**src/rtl/pwm_update_scheduler_pkg.sv**
```systemverilog
// Shared definitions for the PWM update scheduler: CTRL layout, FSM encoding
// and the ramp helper used by the per-channel commit logic.
package pwm_update_scheduler_pkg;

    localparam int unsigned RampEnBit = 0;
    localparam int unsigned HoldBit   = 1;

    typedef enum logic [0:0] {
        StRun    = 1'b0,
        StCommit = 1'b1
    } state_e;

    // CTRL sits directly above the last channel's shadow register.
    function automatic logic [2:0] ctrl_addr(input int unsigned nch);
        return 3'(nch);
    endfunction

    // Move cur toward tgt by at most step; never overshoots and never wraps.
    function automatic logic [31:0] ramp_toward(input logic [31:0] cur,
                                                input logic [31:0] tgt,
                                                input logic [31:0] step);
        if (tgt > cur) begin
            return (tgt - cur > step) ? cur + step : tgt;
        end
        return (cur - tgt > step) ? cur - step : tgt;
    endfunction

endpackage

```
**src/rtl/pwm_update_scheduler_timer.sv**
```systemverilog
// Shared prescaler and period counter: one counter tick every N+1 clocks,
// period of 2^DW ticks, wrap flags the last clock of each period.
module pwm_period_timer #(
    parameter int unsigned DW = 8,
    parameter int unsigned N  = 31
) (
    input  logic          clk_i,
    input  logic          rst_i,
    output logic [DW-1:0] cnt_o,
    output logic          tick_o,
    output logic          wrap_o
);

    localparam int unsigned PW = (N > 0) ? $clog2(N + 1) : 1;

    logic [PW-1:0] pre_cnt_q, pre_cnt_d;
    logic [DW-1:0] cnt_q, cnt_d;

    always_comb begin
        tick_o    = (pre_cnt_q == PW'(N));
        wrap_o    = tick_o && (cnt_q == {DW{1'b1}});
        pre_cnt_d = tick_o ? '0 : pre_cnt_q + PW'(1);
        cnt_d     = tick_o ? cnt_q + DW'(1) : cnt_q;
    end

    always_ff @(posedge clk_i) begin
        if (rst_i) begin
            pre_cnt_q <= '0;
            cnt_q     <= '0;
        end else begin
            pre_cnt_q <= pre_cnt_d;
            cnt_q     <= cnt_d;
        end
    end

    assign cnt_o = cnt_q;

endmodule

```
**src/rtl/pwm_update_scheduler.sv**
```systemverilog
// Buffers duty writes in shadow registers and commits them to the active PWM
// duties only at period boundaries, optionally ramping one step per period.
module pwm_update_scheduler
    import pwm_update_scheduler_pkg::*;
#(
    parameter int unsigned NCH       = 4,
    parameter int unsigned DW        = 8,
    parameter int unsigned N         = 31,
    parameter int unsigned RAMP_STEP = 1
) (
    input  logic              CLK_IN,
    input  logic              RST,
    input  logic              WR_VALID,
    output logic              WR_READY,
    input  logic [2:0]        WR_ADDR,
    input  logic [DW-1:0]     WR_DATA,
    output logic              WR_ERR,
    output logic [NCH*DW-1:0] DUTY_BUS,
    output logic [NCH-1:0]    PWM_OUT,
    output logic              PERIOD_END,
    output logic              SETTLED
);

    localparam logic [2:0] CtrlAddr = ctrl_addr(NCH);

    logic [DW-1:0] cnt;
    logic          tick;
    logic          wrap;

    state_e                  state_q, state_d;
    logic                    live_q;
    logic [1:0]              ctrl_q, ctrl_d;
    logic [NCH-1:0][DW-1:0]  shadow_q, shadow_d;
    logic [NCH-1:0][DW-1:0]  active_q, active_d;
    logic [NCH-1:0][DW-1:0]  active_next;
    logic [NCH-1:0]          pwm_q, pwm_d;
    logic [NCH-1:0]          chan_settled;
    logic                    err_q, err_d;
    logic                    period_end_q;
    logic                    accept;

    pwm_period_timer #(
        .DW (DW),
        .N  (N)
    ) u_timer (
        .clk_i  (CLK_IN),
        .rst_i  (RST),
        .cnt_o  (cnt),
        .tick_o (tick),
        .wrap_o (wrap)
    );

    // Counter ticks are only needed inside the timer itself.
    logic unused_tick;
    assign unused_tick = tick;

    always_comb begin
        state_d  = state_q;
        ctrl_d   = ctrl_q;
        shadow_d = shadow_q;
        active_d = active_q;
        err_d    = 1'b0;

        // live_q keeps the port closed until the first cycle after reset.
        WR_READY = live_q && (state_q == StRun);
        accept   = WR_VALID && WR_READY;

        unique case (state_q)
            StRun: begin
                if (wrap && !ctrl_q[HoldBit]) begin
                    state_d = StCommit;
                end
            end
            StCommit: begin
                state_d  = StRun;
                active_d = active_next;
            end
            default: state_d = StRun;
        endcase

        if (accept) begin
            if (WR_ADDR == CtrlAddr) begin
                ctrl_d = WR_DATA[1:0];
            end else if (WR_ADDR > CtrlAddr) begin
                err_d = 1'b1;
            end else begin
                for (int unsigned i = 0; i < NCH; i++) begin
                    if (WR_ADDR == 3'(i)) begin
                        shadow_d[i] = WR_DATA;
                    end
                end
            end
        end
    end

    for (genvar i = 0; i < NCH; i++) begin : g_chan
        assign active_next[i] = ctrl_q[RampEnBit]
            ? DW'(ramp_toward(32'(active_q[i]), 32'(shadow_q[i]), 32'(RAMP_STEP)))
            : shadow_q[i];
        assign pwm_d[i]              = (cnt < active_q[i]);
        assign chan_settled[i]       = (active_q[i] == shadow_q[i]);
        assign DUTY_BUS[i*DW +: DW]  = active_q[i];
    end

    always_ff @(posedge CLK_IN) begin
        if (RST) begin
            state_q      <= StRun;
            live_q       <= 1'b0;
            ctrl_q       <= '0;
            shadow_q     <= '0;
            active_q     <= '0;
            pwm_q        <= '0;
            err_q        <= 1'b0;
            period_end_q <= 1'b0;
        end else begin
            state_q      <= state_d;
            live_q       <= 1'b1;
            ctrl_q       <= ctrl_d;
            shadow_q     <= shadow_d;
            active_q     <= active_d;
            pwm_q        <= pwm_d;
            err_q        <= err_d;
            period_end_q <= wrap;
        end
    end

    assign PWM_OUT    = pwm_q;
    assign WR_ERR     = err_q;
    assign PERIOD_END = period_end_q;
    assign SETTLED    = &chan_settled;

endmodule

```
**config.mk**
```make
export PLATFORM = sky130hd
export DESIGN_NAME = pwm_update_scheduler
export DESIGN_NICKNAME = d
export VERILOG_FILES = /design/src/rtl/pwm_update_scheduler_pkg.sv /design/src/rtl/pwm_update_scheduler_timer.sv /design/src/rtl/pwm_update_scheduler.sv
export SDC_FILE = /design/constraint.sdc
export NUM_CORES = 1
export LEC_CHECK = 0
export CAP_MARGIN = 15
export CELL_PAD_IN_SITES_DETAIL_PLACEMENT = 1
export CELL_PAD_IN_SITES_GLOBAL_PLACEMENT = 2
export CORE_MARGIN = 8
export CORE_UTILIZATION = 38
export DETAILED_ROUTE_END_ITERATION = 12
export PLACE_DENSITY = 0.82
export SLEW_MARGIN = 20
export SYNTH_ARGS = -nofsm -noshare
export SYNTH_HDL_FRONTEND = slang
export SYNTH_SLANG_ARGS = --single-unit
```
**constraint.sdc**
```tcl
create_clock -name CLK_IN -period 5.4 [get_ports CLK_IN]
set_input_delay 1.08 -clock CLK_IN [delete_from_list [all_inputs] [get_ports CLK_IN]]
set_output_delay 1.08 -clock CLK_IN [all_outputs]
set_load 0.03 [all_outputs]
```
# Word-level counts from Yosys, hierarchy flattened
# Cells that the tools add are included.
# totals
output_inout_bits	40
register_bits	87
in_bits	14
word_cells	107
# classes
add_sub_neg	18
n_lt_le_gt_ge	17
n_bitwise	4
n_eq_ne	10
muxes	28
reduce_logical	14
# op_table
operator	count
greater-than comparator 32 x 1 -> 1 bit, second input constant	8
two-way mux 8 bit	20
subtractor 8 x 8 -> 9 bit	8
adder 8 x 1 -> 8 bit, second input constant	5
== test 8 bit	4
greater-than comparator 8 bit	4
less-than comparator 8 bit	4
subtractor 8 x 1 -> 8 bit, second input constant	4
AND reduction 4 bit	5
== test 8 bit, second input constant	1
two-way mux 1 bit	7
== test 3 x 2 -> 1 bit, second input constant	2
adder 5 x 1 -> 5 bit, second input constant	1
== test 5 bit, second input constant	1
logical AND 1 bit	4
inverter 1 bit	4
== test 3 x 1 -> 1 bit, second input constant	1
== test 3 bit, second input constant	1
greater-than comparator 3 bit, second input constant	1
logical NOT 3 bit	1
OR reduction 3 bit	1
case mux 1 bit (2 select lines)	1
AND reduction 2 bit	1
OR reduction 2 bit	1
logical NOT 1 bit	1

# Longest topological paths before layout
# Gate-level depths: netlist of run 1.
# logic_depth
depth_word	6
ltp_mapped	14
ltp_nobuf	12

# Modules after synthesis
# A second synthesis of run 1 with hierarchy kept.
# unflattened
cells_unflattened	1084
area_unflattened_um2	8553.2
# modules_own_cells
mod	instances	cells_per_inst	seq_area_each_um2	area_each_um2
pwm_update_scheduler	1	1028	1481.4	8007.7
pwm_period_timer	1	56	260.2	545.5

# Least setup slack after synthesis of run 1
# No wires, ideal clock.
# synth_timing
path_kind	register -> register
from	register active_q (netlist bit DUTY_BUS[0])
to	register active_q (netlist bit DUTY_BUS[0])
path_buffers	0
setup_time_ns	0.136
stages_incl_launch_ff	13
synth_period_minus_slack_ns	3.657
required_time_ns	5.264
arrival_time_ns	3.522
path_slack_ns	1.743
cell_sequence	dfxtp_1 -> inv_1 -> ha_1 -> fa_1 -> and2b_4 -> o221ai_2 -> a311o_1 -> or4_4 -> a211oi_4 -> nor2_4 -> o21ai_4 -> mux2i_1 -> a211oi_2
# synth_via
elab_chain_cells	6
word_cells_on_any_way	13
classes_between	add/sub: 4; order compare: 3; mux: 6
# synth_lines
item	line_no	text
start, declared	pwm_update_scheduler.sv:34	logic [NCH-1:0][DW-1:0] active_q, active_d;
start signal, assigned	pwm_update_scheduler.sv:120	active_q <= active_d;
subtractor 8 x 8 -> 9 bit	pwm_update_scheduler_pkg.sv:23	return (tgt - cur > step) ? cur + step : tgt;
greater-than comparator 32 x 1 -> 1 bit	pwm_update_scheduler_pkg.sv:23	
two-way mux 8 bit	pwm_update_scheduler_pkg.sv:23	
two-way mux 8 bit	pwm_update_scheduler_pkg.sv:22	if (tgt > cur) begin
two-way mux 8 bit *	pwm_update_scheduler_pkg.sv:25	return (cur - tgt > step) ? cur - step : tgt;
two-way mux 8 bit *	pwm_update_scheduler.sv:98	? DW'(ramp_toward(32'(active_q[i]), 32'(shadow_q[i]), 32'(RAMP_STEP)))
# Mark *: on every way between the ends. The rest lies on a longest branch, timed or not. The select of a mux whose other input is x is not followed.
# A chain may end at the register's enable or synchronous reset.

# Worst setup path after layout of run 1
# layout_timing
from	register active_q (netlist bit DUTY_BUS[20])
to	output SETTLED
# layout_via
elab_chain_cells	2
# layout_lines
item	line_no	text
== test 8 bit	pwm_update_scheduler.sv:101	assign chan_settled[i] = (active_q[i] == shadow_q[i]);
AND reduction 4 bit	pwm_update_scheduler.sv:130	assign SETTLED = &chan_settled;
end, declared	pwm_update_scheduler.sv:21	output logic SETTLED
# No other way between the ends.

==> results of run 1 <==
-- synth_stat cells, types with 12 or more instances --
library cell,number
sky130_fd_sc_hd__nor3_1,35
sky130_fd_sc_hd__nand2_1,49
sky130_fd_sc_hd__xnor2_1,19
sky130_fd_sc_hd__nor2b_1,22
sky130_fd_sc_hd__nand3_1,35
sky130_fd_sc_hd__a21oi_1,61
sky130_fd_sc_hd__nand4_1,15
sky130_fd_sc_hd__inv_1,88
sky130_fd_sc_hd__mux2i_1,41
sky130_fd_sc_hd__dfxtp_1,87
sky130_fd_sc_hd__o21a_1,16
sky130_fd_sc_hd__o21ai_0,51
sky130_fd_sc_hd__ha_1,107
sky130_fd_sc_hd__or3_1,17
sky130_fd_sc_hd__nor2_1,103
sky130_fd_sc_hd__and3_1,12
sky130_fd_sc_hd__a21o_1,21
sky130_fd_sc_hd__clkbuf_1,34
sky130_fd_sc_hd__a211oi_1,19
sky130_fd_sc_hd__nand2b_1,15
sky130_fd_sc_hd__a221oi_1,12
-- power groups by stage --
stage	clock, mW	combinational, mW	sequential, mW
floorplan	0	0.181	0.666
global placement	0	0.257	0.668
detailed placement	0	0.260	0.668
CTS	0.671	0.261	0.653
global route	0.696	0.285	0.654
finish	0.658	0.263	0.653
-- sequential cells by signal (all words and copies together), names as in the netlist --
| signal | flops |
|---|---|
| PWM_OUT | 4 |
| ctrl_q | 2 |
| u_timer.pre_cnt_q | 5 |
| state_q | 1 |
| PERIOD_END | 1 |
| DUTY_BUS | 32 |
| WR_ERR | 1 |
| shadow_q | 32 |
| u_timer.cnt_o | 8 |
| live_q | 1 |
-- kinds of logic (layout without fill, tap and decap cells) --
group	count (synthesis)	after routing	synth area share
simple gates	352	352	0.213
mux	43	43	0.0510
xor+xnor	30	30	0.0310
buf+inv	140	161	0.0652
flops	87	87	0.205
fa+ha+maj	115	115	0.177
compound gates	307	307	0.259
-- layout make-up --
| type | instances | share of cell area |
|---|---|---|
| repair buffers | 56 | 0.0578 |
| clock buffers | 10 | 0.0252 |
| inverters | 89 | 0.0353 |
| multi-input cells | 847 | 0.654 |
| clock inverters | 6 | 0.00713 |
| flip-flops and latches | 87 | 0.184 |
| well taps | 280 | 0.0370 |
-- critical path, stage by stage, from the launching register on --
cell	delay, ns
sky130_fd_sc_hd__dfxtp_1	0.49
sky130_fd_sc_hd__inv_1	0.20
sky130_fd_sc_hd__ha_1	0.57
sky130_fd_sc_hd__and3_1	0.27
sky130_fd_sc_hd__nand2_1	0.09
sky130_fd_sc_hd__nor2_1	0.38
sky130_fd_sc_hd__and4_1	0.24
sky130_fd_sc_hd__clkdlybuf4s50_1	0.78
-- metal layers --
| layer | vias up | track usage | share of wire |
|---|---|---|---|
| li1 | 3955 | - | - |
| met1 | 3954 | 0.296 | 0.49 |
| met2 | 165 | 0.342 | 0.46 |
| met3 | 31 | 0.0258 | 0.035 |
| met4 | 0 | 0.0552 | 0.019 |
| met5 | - | 0 | 0 |
-- how the worst max path moves through the flow --
stage,start,to,cells after the start
5_1_grt,DUTY_BUS[20],SETTLED,7
4_1_cts,DUTY_BUS[20],SETTLED,7
3_3_place_gp,DUTY_BUS[16],DUTY_BUS[23],12
3_5_place_dp,DUTY_BUS[16],DUTY_BUS[16],12
6_report,DUTY_BUS[20],SETTLED,7
2_1_floorplan,DUTY_BUS[0],DUTY_BUS[0],12
==> flow_results.org, run 1 <==
** Finish
- Once layout is done, the placed cells without fillers occupy 9470 µm².
- Count of nets after finishing :: 1219
- Summing all flip-flop and latch instances after layout gives 1740 µm².
- After filler insertion, the fill cell instance count of the layout stands at 2739.
- In the layout the commonest cells are 107 x sky130_fd_sc_hd__ha_1, 103 x sky130_fd_sc_hd__nor2_1, 88 x sky130_fd_sc_hd__inv_1.
- In the final layout, the multi-input gates occupy 6190 µm².
- The number of antenna diodes in the final layout is 0.
- After the flow finishes, the layout carries non-filler instances totaling 1375.
- Area growth from synthesis to layout :: 11.6%
- Share of the core filled with cells in the final layout :: 0.433
- Leaving out fill and tap cells, the most frequent cell in the layout is sky130_fd_sc_hd__ha_1.
- Fraction of layout instances using a drive strength above 1 :: 0.0384

** Clock network
- Clock Path Buffers :: 2
- Counting every sink on the clock net gives 87.
- Buffers inserted during post-CTS setup optimization :: 0
- Cells resized by post-CTS repair :: 0
- Clock insertion delay at the later pin of the skew report :: 0.36 ns
- Clock buffers created by TritonCTS :: 9
- The clock tree synthesis step divided the H-tree into 3 levels.
- Clock-pin slew was measured on the worst setup and hold paths at 0.07 ns.
- Cell chosen for the clock root :: sky130_fd_sc_hd__clkbuf_16
- Hold buffers post-CTS :: 0
- TritonCTS built the clock tree.

** Placed design
- Including well taps, the total number of placed cells is 1359.
- At the placement stage, the worst setup path has a slack of 1.28 ns.
- Input and output buffers added on the ports amount to 53.
- The placed instances occupy a cell area of 9170 µm².
- The congestion estimate from routability-driven global placement came to 0.855.
- Detailed-placement wirelength estimate :: 22200 µm

** Global routing
- Overall Global Routing Usage :: 0.213
- The first global-routing pass estimated 46300 µm of wire.
- The via count of the first global-routing pass was 8263.
- Number of antenna violations at the first check in global routing :: 0
- Remaining Overflow, GRT :: 0
- Entering global routing, the biggest net connects 41 pins.

** Timing
- The final number of max-transition violations was 0.
- The final-report hold violation count is 0.
- Setup repair after global routing left no endpoint under its margin.
- Setup slack closes at 0.935 ns.
- Setup violations remaining at the end of the flow were counted as 0.
- The clock period could shrink to 4.46 ns.
- In this run the tightest slew margin relative to its limit is 0.386.
- The tightest hold path in the finished design has a slack of 0.435 ns.
- Dividing the final minimum period by the clock period gives 0.827.
- Fmax :: 224 MHz
- The clock arrives with 0.0145 ns of skew.
- Accumulated negative setup slack :: 0 ns
- At the pin with the least slew margin, the transition time is 0.921 ns.

** Floorplanning
- Starting density of the core :: 0.388
- The die is 165 µm tall.
- Core box area :: 21900 µm²
- The floorplan has 54 rows.
- The die covers 27400 µm².
- Die outline width :: 165 µm
- Ports :: 54

** Routing
- Final wirelength :: 28800 µm
- Vias per std cell :: 5.89
- For this run, design rule violations remaining after detail routing come to 0.
- After detailed routing, the average wire length per cell comes to 20.9 µm.
- Antenna-violating nets left :: 0
- Via count :: 8105
- The first TritonRoute pass finished after 4 iterations.
- Iteration-0 DRC Markers :: 460

** Synthesis
- Mapped Area :: 8490 µm²
- The number of different library cells used by synthesis comes to 89.
- Counting flops and latches in the post-synthesis netlist gives 87.
- Synth Net Count :: 1203
- Ranked by total cell area, the synthesized netlist is headed by sky130_fd_sc_hd__dfxtp_1 21%, sky130_fd_sc_hd__ha_1 16%, sky130_fd_sc_hd__mux2i_1 4.8%.
- Counting flops with an async set or reset pin after synthesis yields a share of 0.
- Biggest area consumer among synthesized cells :: sky130_fd_sc_hd__dfxtp_1
- Sequential-to-total area share from yosys stat :: 0.205
- Post-Synthesis Cells :: 1074
- Most used flip-flop cell after synthesis :: sky130_fd_sc_hd__dfxtp_1
- Mean cell area of the mapped netlist :: 7.90 µm²
- Yosys mapped a number of flops with a built-in enable equal to 0.
- Yosys warning total :: 0
- The share of synthesized area in the top cell type comes to 0.205.

** Worst hold path
- Counting instances, the worst hold path has a depth of 1.
- Destination of the worst hold path :: state_q
- Worst hold path type :: flip-flop to flip-flop
- Origin of the worst min-delay path :: ctrl_q[1]

** Pwr
- Of the total power, the share spent switching nets is 0.290.
- Sequential share of power :: 0.415
- Summing internal, switching and leakage power gives 1.57 mW.
- Power spread over the standard cell area amounts to 166 nW/µm².
- Leak pwr :: 3.85 nW
- IR drop worst, VDD :: 128 µV
- Of the total power, the clock network draws 0.418.
- Switching pwr :: 0.457 mW
- Internal Power :: 1.12 mW
- Logic pwr share :: 0.167

** Setup path
- In this run the worst path has a maximum fanout of 12.
- Startpoint of the worst-slack reg-to-reg timing path :: DUTY_BUS[16]
- The critical path in this run is classified as flip-flop to output port.
- STA classifies the critical path startpoint as a flip-flop.
- At the worst endpoint, the required time is 4.32 ns.
- Data arrival time at the worst-slack endpoint :: 3.38 ns
- Element type at the critical path end :: output port
- The setup check on the worst reg-to-reg path leaves a slack of 1.27 ns.
- The worst register-to-register path ends at DUTY_BUS[16].
- Count of cells along the worst register-to-register path :: 12

** Job
- The tool flagged a number of max-cap violations equal to 0.

** Outcome
- Status :: complete, no violations
(Power assumes the default switching activity.)
==> run 2, diff against run 1 <==
--- a/config.mk
+++ b/config.mk
@@ -9,9 +9,9 @@
 export CELL_PAD_IN_SITES_DETAIL_PLACEMENT = 1
 export CELL_PAD_IN_SITES_GLOBAL_PLACEMENT = 2
 export CORE_MARGIN = 8
-export CORE_UTILIZATION = 38
+export CORE_UTILIZATION = 37
 export DETAILED_ROUTE_END_ITERATION = 12
-export PLACE_DENSITY = 0.82
+export PLACE_DENSITY = 0.8
 export SLEW_MARGIN = 20
 export SYNTH_ARGS = -nofsm -noshare
 export SYNTH_HDL_FRONTEND = slang
==> constraint.sdc (replaced) <==
create_clock -name CLK_IN -period 4.7 [get_ports CLK_IN]
set_input_delay 0.94 -clock CLK_IN [delete_from_list [all_inputs] [get_ports CLK_IN]]
set_output_delay 0.94 -clock CLK_IN [all_outputs]
set_load 0.03 [all_outputs]
==> flow_results.org, run 2 (synthesis results as in run 1) <==
** Setup path
- In this run the critical register-to-register path is launched from DUTY_BUS[16].
- Cell with the largest stage delay on the worst path :: sky130_fd_sc_hd__clkdlybuf4s50_1
- At the worst endpoint, the required time is 3.76 ns.
- Last element of the critical path :: SETTLED
- The cell family contributing the most delay on the critical path is simple AND/OR/NAND/NOR gates.
- CP peak stage delay :: 0.71 ns
- Startpoint of the worst setup timing path :: DUTY_BUS[5]
- Buf+Inv Stages, Crit Path :: 2
- Data on the critical path arrives at its endpoint at 3.34 ns.
- Crit-path cells :: inv_1 > ha_1 > and2_4 > nand2_1 > nor2_1 > and4_1 > clkdlybuf4s50_1
- Element type at the critical path end :: output port
- Crit Path Class :: flip-flop to output port
- Count of cells along the worst register-to-register path :: 12
- Along the worst path, the maximum fanout reaches 12.
- Reg-to-reg critical path endpoint :: DUTY_BUS[23]
- STA classifies the critical path startpoint as a flip-flop.
- Counting buffers and inverters, the worst setup path is 7 cells deep.
- Setup slack on the worst flop-to-flop path :: 0.67 ns

** Finish
- Most used cells in the layout excluding fill and tap cells :: 107 x sky130_fd_sc_hd__ha_1, 103 x sky130_fd_sc_hd__nor2_1, 88 x sky130_fd_sc_hd__inv_1
- In the final layout, the share of cells above drive strength 1 is 0.0427.
- Diodes inserted :: 0
- Area growth from synthesis to layout :: 12.4%
- Leaving out fill and tap cells, the most frequent cell in the layout is sky130_fd_sc_hd__ha_1.
- Count of nets after finishing :: 1224

** Clock network
- Clock sink count :: 87
- The clock tree synthesis step divided the H-tree into 3 levels.
- Once the clock tree was built, the resizer swapped 0 gates to a different size.
- CTS tree :: done
- Hold buffers post-CTS :: 0
- Counting along the longest clock path gives a buffer depth of 2.
- Once the clock tree was built, the setup fixing pass inserted 0 buffers.
- Clock tree synthesis selected as its root buffer the cell sky130_fd_sc_hd__clkbuf_16.
- After clock tree synthesis, the clock-pin slew on the worst setup and hold paths is 0.07 ns.
- Clock buffers created by TritonCTS :: 9
- Clock latency on the worst-skew pair, taken at its later pin, is 0.35 ns.

** Pwr
- The share of total power dissipated in sequential elements is 0.406.
- Of the total power, the share spent switching nets is 0.282.
- IR analysis of the VDD net gives a maximum drop of 175 µV.
- Power per cell area :: 194 nW/µm²
- Internal Power :: 1.33 mW
- Design Power :: 1.85 mW
- Summed over all cells, the static leakage comes to 3.89 nW.
- Of the total power, combinational logic draws 0.162.
- The share of total power dissipated in the clock network is 0.432.
- In this run the power spent charging and discharging nets is 0.521 mW.

** Routing
- Iteration-0 DRC Markers :: 423
- The first TritonRoute pass finished after 4 iterations.
- Antenna-violating nets left :: 0
- Detailed routing inserted a total of 8153 vias.
- Vias per std cell :: 5.89
- Routed wire length per instance :: 21.2 µm
- Number of remaining DRC errors :: 0
- Wires add up to 29300 µm.

** Timing
- On the final layout, the worst hold slack is 0.436 ns.
- Unrepaired setup endpoints after global routing :: false
- Across the routed clock network, the largest skew measured is 0.00799 ns.
- Of the available clock period, the critical path in the final layout requires 0.911.
- Setup total negative slack on the finished layout was measured at 0 ns.
- The final-report hold violation count was 0.
- The final number of max-transition violations is 0.
- For the pin with the worst max-slew slack, the measured transition is 0.909 ns.
- Worst setup slack after layout :: 0.418 ns
- Setup violations remaining at the end of the flow were counted as 0.
- The worst path needs 4.28 ns of the cycle, external delays included.
- Slew headroom :: 0.392
- Fmax :: 234 MHz

** Worst hold path
- Along the worst hold path, the cell count comes to 1.
- Worst hold path type :: flip-flop to flip-flop

** Floorplanning
- Measured along the y axis, the die boundary spans 167 µm.
- For this configuration, the core starts out at a cell density of 0.376.
- The initialized floorplan defines 55 standard-cell rows.
- Pin placement for this block handled 54 I/O pins.
- The floorplan step defined a die boundary enclosing 28000 µm².
- The core region is 22600 µm².
- In this run the horizontal extent of the chip is 167 µm.

** Job
- Number of max-cap violations :: 0

** Placed design
- Number of I/O port buffers :: 53
- Detailed-placement wirelength estimate :: 22400 µm
- Routability-driven placement congestion ratio :: 0.892
- Place WS :: 0.729 ns

** Global routing
- Entering global routing, the biggest net connects 75 pins.
- Remaining Overflow, GRT :: 0
- Global-route wire length before repair :: 47500 µm
- The number of antenna violations at the first check in global routing was 0.
- Overall Global Routing Usage :: 0.209
- Vias in the first global route :: 8337

** Outcome
- The run finished with clean final reports.
## run 2: changes by cell type in the layout (fill, tap and decap cells not counted), sizes merged
cell	previous run	this run
inv	89	91
clkinv	3	2
clkbuf	10	9
bufinv	1	2
buf	4	9
clkinvlp	2	1
## run 2: worst min-delay path by stage
stage	startpoint	endpoint	slack [ns]
2_1_floorplan	ctrl_q[1]	state_q	0.40
3_3_place_gp	ctrl_q[1]	state_q	0.40
3_5_place_dp	ctrl_q[1]	state_q	0.42
4_1_cts	ctrl_q[1]	state_q	0.43
5_1_grt	ctrl_q[1]	state_q	0.46
6_report	ctrl_q[1]	state_q	0.44
## run 2: per-stage QoR
step | std cells | utilization | cell area (µm²)
3_3_place_gp | 1369 | 0.408 | 9210
3_5_place_dp | 1369 | 0.408 | 9210
2_1_floorplan | 1074 | - | 8490
6_report | 1385 | 0.423 | 9540
4_1_cts | 1385 | 0.423 | 9540
5_1_grt | 1385 | 0.423 | 9540
## run 2: routing by layer
layer,part of all wire,global-route usage
met1,0.50,0.289
met2,0.46,0.344
met3,0.029,0.0198
met4,0.014,0.0505
met5,0,0
## run 2: cell type report
cell class,count,area (µm²)
clock buffers,9,225
clock inverters,7,103
fillers,2747,13000
inverters,89,334
multi-input cells,847,6190
flip-flops and latches,87,1740
well taps,285,357
repair buffers,61,586
## run 2: worst reg2reg max path, stage by stage, from the launching register on
cell and delay, ns:
sky130_fd_sc_hd__dfxtp_1 0.55, sky130_fd_sc_hd__inv_1 0.19, sky130_fd_sc_hd__ha_1 0.27, sky130_fd_sc_hd__fa_1 0.38
sky130_fd_sc_hd__and2b_1 0.25, sky130_fd_sc_hd__o221ai_1 0.14, sky130_fd_sc_hd__a211o_1 0.28, sky130_fd_sc_hd__a221o_1 0.28
sky130_fd_sc_hd__a2111oi_2 0.50, sky130_fd_sc_hd__nor2_1 0.31, sky130_fd_sc_hd__o21a_1 0.37, sky130_fd_sc_hd__o31ai_1 0.27
sky130_fd_sc_hd__a211oi_1 0.07
## run 2: power groups by stage
stage	Combinational [mW]	Clock (mW)	Sequential [mW]
after global placement	0.296	0	0.767
after detailed placement	0.296	0	0.768
after global routing	0.329	0.845	0.751
final	0.300	0.799	0.751
after floorplan	0.208	0	0.765
after CTS	0.298	0.818	0.750
==> run 3, diff against run 2 <==
--- a/config.mk
+++ b/config.mk
@@ -12,6 +12,7 @@
 export CORE_UTILIZATION = 37
 export DETAILED_ROUTE_END_ITERATION = 12
 export PLACE_DENSITY = 0.8
+export RECOVER_POWER = 50
 export SLEW_MARGIN = 20
 export SYNTH_ARGS = -nofsm -noshare
 export SYNTH_HDL_FRONTEND = slang
==> flow_results.org, run 3 (synthesis results as in run 1) <==
** Timing
- Final Max Slew Viols :: 0
- Setup repair after global routing left no endpoint under its margin.
- After layout, the worst setup slack is 0.412 ns.
- Final worst-path cycle share :: 0.912
- Setup violations remaining at the end of the flow were counted as 0.
- Summed over all failing endpoints, the final setup total negative slack is 0 ns.
- Setup skew after layout :: 0.00898 ns
- Headroom to the max-slew limit came out at 0.388.
- Transition at the pin with the smallest max-transition slack :: 0.917 ns
- Timing would allow up to 233 MHz.
- Final hold vios :: 0
- Final critical path time including I/O delays and setup :: 4.29 ns

** Floorplanning
- The floorplan step defined a die boundary enclosing 28000 µm².
- Die height :: 167 µm
- Die outline width :: 167 µm
- After floorplanning, the core was divided into 55 placement rows.
- Core box area :: 22600 µm²
- 54 I/O pins were placed.
- For this configuration, the core starts out at a cell density of 0.376.

** Global routing
- Maximum number of pins on one net before global-route repair :: 75
- Remaining Overflow, GRT :: 0
- The via count of the first global-routing pass is 8337.
- For this run, the total global-route usage over all layers was measured as 0.209.
- Number of antenna violations at the first check in global routing :: 0
- The first global-routing pass estimated 47500 µm of wire.

** Pwr
- Leak pwr :: 3.94 nW
- Design Power :: 1.85 mW
- Power per cell area :: 194 nW/µm²
- IR drop worst, VDD :: 175 µV

** Clock network
- Cells resized by post-CTS repair :: 0
- The root buffer cell chosen for the clock tree is sky130_fd_sc_hd__clkbuf_16.
- In this run, post-CTS hold repair placed 0 buffers.
- At the later pin of the worst-skew pair, clock insertion delay measures 0.35 ns.
- TritonCTS built the clock tree.
- After clock tree synthesis, the clock-pin slew on the worst setup and hold paths is 0.07 ns.
- No sink is reached through more buffers than the 2 on the longest clock path.
- Clock sink count :: 87
- The number of setup buffers added after CTS is 0.
- Clock buffers created by TritonCTS :: 9
- CTS built an H-tree with a depth of 3.

** Routing
- For this run, design rule violations remaining after detail routing come to 0.
- Antenna-violating nets left :: 0
- Routed wire length per instance :: 21.2 µm
- For this block, the via count after detailed routing is 8138.
- After the first detailed-routing iteration, the DRC count stood at 427.
- Dividing the detail-routed via count by the number of cells gives 5.88.
- Final wirelength :: 29300 µm
- Number of detailed-route iterations in the first pass :: 4

** Setup path
- Crit-path cells :: inv_1 > ha_1 > and2_4 > nand2_1 > nor2_1 > and4_1 > clkdlybuf4s50_1
- Of all nets on the critical path, the largest fanout is 12.
- The worst setup path is launched from a flip-flop.
- For this design, the slowest cell found on the critical path is sky130_fd_sc_hd__clkdlybuf4s50_1.
- Crit Path Class :: flip-flop to output port
- Data required time at the worst endpoint :: 3.76 ns
- Data arrival time at the worst-slack endpoint :: 3.35 ns
- The worst setup path is captured at an output port.
- CP peak stage delay :: 0.71 ns

** Finish
- Fraction of layout instances using a drive strength above 1 :: 0.0427
- Count of nets after finishing :: 1224
- Area growth from synthesis to layout :: 12.4%
- Counting the fill cells in the layout gives 2747.
- Storage element area :: 1740 µm²
- In the final layout, the multi-input gates occupy 6190 µm².
- After routing the design area is 9540 µm².
- Diodes inserted :: 0
- The top cell types in the final layout, fill and taps aside, are 107 x sky130_fd_sc_hd__ha_1, 103 x sky130_fd_sc_hd__nor2_1, 88 x sky130_fd_sc_hd__inv_1.
- Most frequent standard cell in the layout excluding fill and tap cells :: sky130_fd_sc_hd__ha_1

** Job
- Number of max-cap violations :: 0

** Outcome
- The run finished with clean final reports.

** Placed design
- During placement, the flow inserted port buffers numbering 53.
- Detailed-placement wirelength estimate :: 22400 µm
- Routability-driven placement congestion ratio :: 0.892
- At the placement stage, the worst setup path has a slack of 0.729 ns.
- Summing all placed instances gives a cell area of 9210 µm².

** Worst hold path
- Worst hold path type :: flip-flop to flip-flop
run 3: path summary, 6_finish.rpt:
kind                                    from            to  slack, ns  cells past startpoint
worst min register to register     ctrl_q[1]       state_q       0.43                      1
worst max register to register  DUTY_BUS[16]  DUTY_BUS[23]       0.68                     12
worst min-delay path               ctrl_q[1]       state_q       0.43                      1
worst max-delay path             DUTY_BUS[5]       SETTLED       0.41                      7
run 3: layout make-up:
cell class	instances	area share
tap	285	0.0374
inverter	89	0.0350
clock buffer	9	0.0236
sequential	87	0.183
timing repair buffer	61	0.0614
clock inverter	7	0.0108
multi-input combinational	847	0.649
run 3: report_power, final:
| part | leakage [nW] | internal, mW | switching, mW |
|---|---|---|---|
| registers | 0.702 | 0.743 | 0.00735 |
| logic | 3.09 | 0.112 | 0.188 |
| clock network | 0.157 | 0.473 | 0.326 |
| total | 3.94 | 1.33 | 0.521 |
run 3: critical path, delay by kind of cell (launching register included):
family | cells | cell delay [ns]
and+or+nand+nor | 4 | 1.00
adders and majority gates | 1 | 0.57
DFF | 1 | 0.52
buffers and inverters | 2 | 0.90
run 3: routing by layer:
metal  vias to the layer above  share of wire  track usage
li1                       3958              -            -
met1                      3996           0.50        0.289
met2                       159           0.46        0.344
met3                        25          0.031       0.0198
met4                         0          0.014       0.0505
met5                         -              0            0
run 3: through the flow:
stage	utilization	hold slack (ns)	instances
after detailed placement	0.408	0.423	1369
after CTS	0.423	0.432	1385
after global routing	0.423	0.460	1385
final	0.423	0.433	1385
after global placement	0.408	0.402	1369
after floorplan	-	0.396	1074
